--- config.mk ---
export PLATFORM = sky130hd
export DESIGN_NAME = vector_reduce_unit
export DESIGN_NICKNAME = d
export VERILOG_FILES = /design/src/rtl/vector_reduce_unit.sv
export SDC_FILE = /design/constraint.sdc
export NUM_CORES = 1
export LEC_CHECK = 0
export ABC_AREA = 1
export BUFFER_PORTS_ARGS = -buffer_cell sky130_fd_sc_hd__buf_2
export CAP_MARGIN = 20
export CORE_MARGIN = 5
export CORE_UTILIZATION = 55
export DETAILED_ROUTE_END_ITERATION = 10
export PLACE_DENSITY = 0.8
export SETUP_SLACK_MARGIN = 0.4
export SLEW_MARGIN = 20
export SYNTH_ARGS = -nofsm -noshare
export SYNTH_HDL_FRONTEND = slang
export SYNTH_SLANG_ARGS = --single-unit
export TNS_END_PERCENT = 10
--- constraint.sdc ---
create_clock -name clk -period 42.6 [get_ports clk]
set_input_delay 2.13 -clock clk [delete_from_list [all_inputs] [get_ports clk]]
set_output_delay 2.13 -clock clk [all_outputs]
set_load 0.1 [all_outputs]
--- src/rtl/vector_reduce_unit.sv ---
// vector_reduce_unit
//
// Folds an N-element vector into one BITS-wide scalar, one element per
// clock: wrapping sum, signed max, signed min or bitwise XOR. The vector
// and the op are captured when `start` is accepted in IDLE. Then RUN
// consumes elements 1..N-1, and DONE raises `done` for one cycle.
//
// Optional feature macro: REDUCE_SATURATE_EN
//   When defined, the sum saturates as a signed value at every step.
//   A sticky `sat` output reports whether any step clamped.
//
// Ports:
//   clk          in   system clock, rising edge
//   rst          in   asynchronous, active-high reset
//   vec          in   [BITS-1:0] x [N-1:0] vector, sampled on accepted start
//   op           in   2-bit reduction select (00 sum, 01 max, 10 min, 11 xor)
//   start        in   request, accepted only in IDLE
//   busy         out  high while in RUN
//   done         out  one-cycle pulse while in DONE
//   result       out  accumulator; holds until the next accepted start
//   sat          out  sticky clamp flag (only with REDUCE_SATURATE_EN)
//   dbg_state_o  out  current FSM state, for observation only
//
// Handshake: there is no back-pressure. A `start` seen outside IDLE is
// dropped. `done` is not held for an acknowledge.

module vector_reduce_unit #(
    parameter int BITS = 8,
    parameter int N    = 64
) (
    input  logic            clk,
    input  logic            rst,
    input  logic [BITS-1:0] vec [N-1:0],
    input  logic [1:0]      op,
    input  logic            start,
    output logic            busy,
    output logic            done,
    output logic [BITS-1:0] result,
`ifdef REDUCE_SATURATE_EN
    output logic            sat,
`endif
    output logic [1:0]      dbg_state_o
);

    localparam int IW = (N > 1) ? $clog2(N) : 1;

    typedef enum logic [1:0] {
        S_IDLE = 2'd0,
        S_RUN  = 2'd1,
        S_DONE = 2'd2
    } state_t;

    localparam logic [1:0] OP_SUM = 2'b00;
    localparam logic [1:0] OP_MAX = 2'b01;
    localparam logic [1:0] OP_MIN = 2'b10;

    state_t          state_q, state_d;
    logic [BITS-1:0] vec_q [N-1:0];
    logic [BITS-1:0] acc_q, acc_d;
    logic [IW-1:0]   idx_q, idx_d;
    logic [1:0]      op_q, op_d;
    logic            load;
    logic [BITS-1:0] elem;
    logic [BITS-1:0] step_val;

`ifdef REDUCE_SATURATE_EN
    logic            sat_q, sat_d;
    logic            step_sat;
    logic [BITS:0]   sum_ext;
`else
    logic [BITS-1:0] sum_wrap;
`endif

    assign elem = vec_q[idx_q];

    // One accumulation step. On ties max/min keep acc.
    always_comb begin
        step_val = acc_q ^ elem;
`ifdef REDUCE_SATURATE_EN
        step_sat = 1'b0;
        // Sign-extend by one bit; the top two bits differing means overflow.
        sum_ext  = {acc_q[BITS-1], acc_q} + {elem[BITS-1], elem};
`else
        sum_wrap = acc_q + elem;
`endif
        case (op_q)
            OP_SUM: begin
`ifdef REDUCE_SATURATE_EN
                if (sum_ext[BITS] != sum_ext[BITS-1]) begin
                    step_sat = 1'b1;
                    step_val = sum_ext[BITS] ? {1'b1, {(BITS-1){1'b0}}}
                                             : {1'b0, {(BITS-1){1'b1}}};
                end else begin
                    step_val = sum_ext[BITS-1:0];
                end
`else
                step_val = sum_wrap;
`endif
            end
            OP_MAX:  step_val = ($signed(elem) > $signed(acc_q)) ? elem : acc_q;
            OP_MIN:  step_val = ($signed(elem) < $signed(acc_q)) ? elem : acc_q;
            default: step_val = acc_q ^ elem;
        endcase
    end

    always_comb begin
        state_d = state_q;
        acc_d   = acc_q;
        idx_d   = idx_q;
        op_d    = op_q;
        load    = 1'b0;
`ifdef REDUCE_SATURATE_EN
        sat_d   = sat_q;
`endif
        case (state_q)
            S_IDLE: begin
                if (start) begin
                    load    = 1'b1;
                    acc_d   = vec[0];
                    idx_d   = IW'(1);
                    op_d    = op;
`ifdef REDUCE_SATURATE_EN
                    sat_d   = 1'b0;
`endif
                    state_d = (N > 1) ? S_RUN : S_DONE;
                end
            end
            S_RUN: begin
                acc_d = step_val;
                idx_d = idx_q + IW'(1);
`ifdef REDUCE_SATURATE_EN
                sat_d = sat_q | step_sat;
`endif
                if (idx_q == IW'(N - 1)) begin
                    state_d = S_DONE;
                end
            end
            S_DONE:  state_d = S_IDLE;
            default: state_d = S_IDLE;
        endcase
    end

    always_ff @(posedge clk or posedge rst) begin
        if (rst) begin
            state_q <= S_IDLE;
            acc_q   <= '0;
            idx_q   <= '0;
            op_q    <= '0;
`ifdef REDUCE_SATURATE_EN
            sat_q   <= 1'b0;
`endif
            for (int i = 0; i < N; i++) begin
                vec_q[i] <= '0;
            end
        end else begin
            state_q <= state_d;
            acc_q   <= acc_d;
            idx_q   <= idx_d;
            op_q    <= op_d;
`ifdef REDUCE_SATURATE_EN
            sat_q   <= sat_d;
`endif
            if (load) begin
                vec_q <= vec;
            end
        end
    end

    assign busy        = (state_q == S_RUN);
    assign done        = (state_q == S_DONE);
    assign result      = acc_q;
    assign dbg_state_o = state_q;
`ifdef REDUCE_SATURATE_EN
    assign sat         = sat_q;
`endif

endmodule

# Word-level counts from Yosys, hierarchy flattened
# Cells that the tools add are included.
# op_classes
add_sub_neg	2
magnitude_cmp	3
n_eq_ne	9
muxes	14
bitwise	1
reduce_logical	7
# op_table
cell	n
8-bit binary-select mux with 6-bit select	1
8-bit two-way mux	4
8-bit one-hot mux with 3 select lines	1
8-bit one-hot mux with 2 select lines	1
6-bit one-hot mux with 2 select lines	1
8-bit adder	1
8-bit > comparator	1
8-bit < comparator	1
8-bit bitwise XOR	1
6-bit by 7-bit < comparator with 1-bit output (second input constant)	1
6-bit by 1-bit adder with 6-bit output (second input constant)	1
6-bit equality test (second input constant)	1
6-bit two-way mux	1
3-bit inequality test (second input constant)	2
2-bit AND reduction	3
2-bit by 1-bit equality test with 1-bit output (second input constant)	2
2-bit equality test (second input constant)	2
2-bit logical NOT	2
2-bit two-way mux	2
2-bit one-hot mux with 2 select lines	1
4-bit AND reduction	1
1-bit two-way mux	2
2-bit by 1-bit inequality test with 1-bit output (second input constant)	1
2-bit inequality test (second input constant)	1
2-bit nonzero test	1
# word_totals
reg_bits	530

# Longest topological paths before layout
# logic_depth
word_depth	6
depth_mapped	28
ltp_nobuf	24

# Worst setup path before layout
# Ideal clock, no wire load.
# synth_path
kind	reg2out
from	reg state_q[0], in the netlist dbg_state_o[0]
to	out busy
arrival_ps	2366
slack_ps	38104
path_stages_with_launch	4
n_path_buf	1
path_cell_list	dfrtp_1 -> nand2_1 -> inv_1 -> buf_1
# synth_between
elab_chain_cells	1
# synth_lines
item	line_no	text
start: declaration	57	state_t state_q, state_d;
start signal: assignment	156	state_q <= state_d;
2-bit by 1-bit equality test with 1-bit output	169	assign busy = (state_q == S_RUN);
end: declaration	36	output logic busy,
# No other way between the ends.

# Final worst setup path
# layout_path
from	reg idx_q[0]
to	reg acc_q[7], in the netlist result[7]
# layout_between
elab_chain_cells	5
# layout_lines
item	line_no	text
start: declaration	60	logic [IW-1:0] idx_q, idx_d;
start signal: assignment	158	idx_q <= idx_d;
8-bit binary-select mux with 6-bit select (*)	74	assign elem = vec_q[idx_q];
8-bit two-way mux (not written as such) (*)	74	
8-bit adder, or another cell as far along	84	sum_wrap = acc_q + elem;
8-bit one-hot mux with 3 select lines / 3-bit inequality test (equally long branches)	--	
8-bit one-hot mux with 2 select lines / 4-bit AND reduction (equally long branches)	--	
end signal: assignment	146	acc_q <= '0;
end signal: assignment	157	acc_q <= acc_d;
end: declaration	59	logic [BITS-1:0] acc_q, acc_d;
# Mark *: on every way between the ends. The rest lies on a longest branch, timed or not. The select of a mux whose other input is x is not followed.
# A chain may end at the register's enable or synchronous reset.

==> impl_metrics.ini <==
[critical_path]
path_buf_inv = 3
critPathMaxFanout = 88
cp_slowest_cell = buf_4
start_kind = flip-flop
crit_family = buffers and inverters
crit_type = reg -> reg
cpPeakStageDelay_ns = 0.84
cp_data_arrival_time_ns = 5.76
cp-end-kind = flip-flop
cp_common_cell = nand2_1
critical_path_required_ns = 43.09

[synthesis]
postSynthCellCount = 3567
synth_top_family_by_area = simple AND/OR/NAND/NOR gates
synth_edf_count = 0
muxShareOfSynthArea_pct = 0
yosysTopAreaCell = dfrtp_1
yosys-top-cells-count = nand2_1, dfrtp_1, nand3_1, clkbuf_1, buf_2
synth.most_common_cell = nand2_1
synth_seq_area_share_pct = 51.02
ys_warn_count = 0
synth_compound_area_share_pct = 2.580
synthAdderAreaFrac_pct = 1.184
synth_seq_cells = 530
yosys.cell_types.count = 35
syn_nets = 4108
synth-xor-area-share_pct = 0.06738
synthTopCellsByArea = dfrtp_1, nand2_1, nand3_1, clkbuf_1, buf_6
synthSimpleGateAreaFrac_pct = 39.53
async_flop_share_pct = 100.0
syn_avg_cell_area_um2 = 7.288
synthFlopType = dfrtp_1
syn_area_um2 = 26000
synth.top_cell.area_share_pct = 51.02

[job]
drv_cap = 0

[die]
io-pin-count = 529
die_x_um = 227.4
rows = 79
start_util_pct = 55.72
die_h_um = 227.4
coreArea_um2 = 46650
dieArea_um2 = 51720

[sta]
max_slew_margin_pct = 14.55
finalHoldViolCount = 0
fin_skew_ns = 0.02111
worst_slew_pin_slew_ns = 1.282
setup_violations = 0
holdWs_ns = 0.4770
period_needed_ns = 5.271
rsz0062_at_grt = no
drv_slew = 0
timing.fmax_ghz = 0.1897
tns_ns = 0
min_period_over_period_pct = 12.37

[clock_tree]
cts_root_buf = clkbuf_16
cts_buffer_depth = 3
cts_resized = 0
worstSkewPairLatency_ns = 0.60
ctsHoldBuffers = 0
clk_pin_slew_ns = 0.06
cts_buffers = 55
post-cts-setup-buffers = 0
htree_num_levels = 2
cts_tree = done
clock_sinks = 530

[global_routing]
track_usage_pct = 31.44
antenna_found_initial = 2
grt_pass1_vias = 23670
grt_first_pass_wirelength_mm = 128.5
grt_overflow = 0
grt_max_degree = 235

[power_and_ir_drop]
vdd_drop_max_uv = 54.65
power.density_nw_per_um2 = 81.55
p_leak_nw = 16.79

[finish]
area_growth_pct = 16.32
finalNetCount = 4490
fill_cells = 4064
final_layout_size_suffix_gt1_share_pct = 16.44

[drt]
vias = 24940
routed_wl_mm = 84.01
ant_nets = 0
drt-initial-drc-count = 2840
drc = 0
vias_per_cell = 5.422
drt_first_pass_iters = 8
wl_per_cell_um = 18.26

[hold_path]
hold_class = reg -> reg

[placed_design]
gp_congestion = 0.9299
port_buffers = 528
hpwl_mm = 55.67

[outcome]
status = complete, no violations
[cells by family after synthesis]
family                   count (synthesis)
buffers and inverters                  286
AO/OA/AOI/OAI                          122
XOR/XNOR                                 2
AND/OR/NAND/NOR                       2603
adder cells (fa/ha/maj)                 24
flip-flops                             530
[where the power goes]
part	switching (W)	internal, W	total (W)
Sequential	0.000140	0.000741	0.000881
Combinational	0.000751	0.000354	0.00110
Clock	0.000201	0.000280	0.000481
Total	0.00109	0.00137	0.00247
[path summary, 6_finish.rpt]
check	startpoint	to	slack (ns)	depth (start not counted)
max	idx_q[0]	result[7]	37.33	25
min	vec_q[223]	vec_q[223]	0.48	2
max reg2reg	idx_q[0]	result[7]	37.33	25
min reg2reg	vec_q[223]	vec_q[223]	0.48	2
max in group asynchronous	rst	idx_q[0]	37.86	5
min in group asynchronous	rst	vec_q[209]	1.62	2
[worst reg2reg max path: cells and delay by family (launching register included)]
kind,cells,cell delay (ns)
AND/OR/NAND/NOR,17,1.64
AO/OA/AOI/OAI,4,0.72
buffers and inverters,3,1.83
flip-flops,1,0.72
adder cells (fa/ha/maj),1,0.28
[cells in the final DEF, fill, tap and decap left out, types with 3 or more instances in the layout]
cell type	instances
clkbuf_1	13
a21oi_1	39
dfrtp_1	527
a31oi_1	6
o22ai_1	9
nand2_1	2164
inv_8	3
clkinvlp_4	3
clkbuf_16	57
bufinv_16	3
o21ai_0	55
ha_1	23
inv_1	50
buf_4	21
nor2_1	44
buf_2	528
clkbuf_8	10
dfrtp_4	3
nand4_1	3
nand3_1	386
clkinv_2	12
o211ai_1	5
[metal layers]
layer  up-vias  routed length, um  track usage, %
li1      11830                  -               -
met2      1198              38900           49.32
met5         -                  0               0
met4         0               3505           12.25
met1     11730              34820           44.88
met3       183               6786           4.436
[final cells by class]
class	count	area, um^2	area share [%]
Clock inverter	19	185.2	0.6124
Clock buffer	80	1613	5.333
Timing Repair Buffer	553	2879	9.520
Inverter	58	244.0	0.8068
Sequential cell	530	13270	43.90
Tap cell	607	759.5	2.511
Multi-Input combinational cell	2751	11280	37.30
Antenna cell	2	5.005	0.01655
[metrics by stage]
step	instances	instance area, um^2	setup slack, ns	power (W)	utilization [%]
final	4600	30240	37.33	0.002466	64.82
after detailed placement	4498	28410	36.99	0.001966	60.89
after global routing	4599	30240	36.94	0.002650	64.81
after CTS	4597	30200	37.45	0.002457	64.74
after global placement	4498	28410	37.05	0.001936	60.89
after floorplan	3567	26000	25.66	0.001683	-
[registers in the layout (all words and copies together) (netlist names)]
name and cells:
result 8, op_q 2, dbg_state_o 2, vec_q 512, idx_q 6
(Power assumes the default switching activity.)
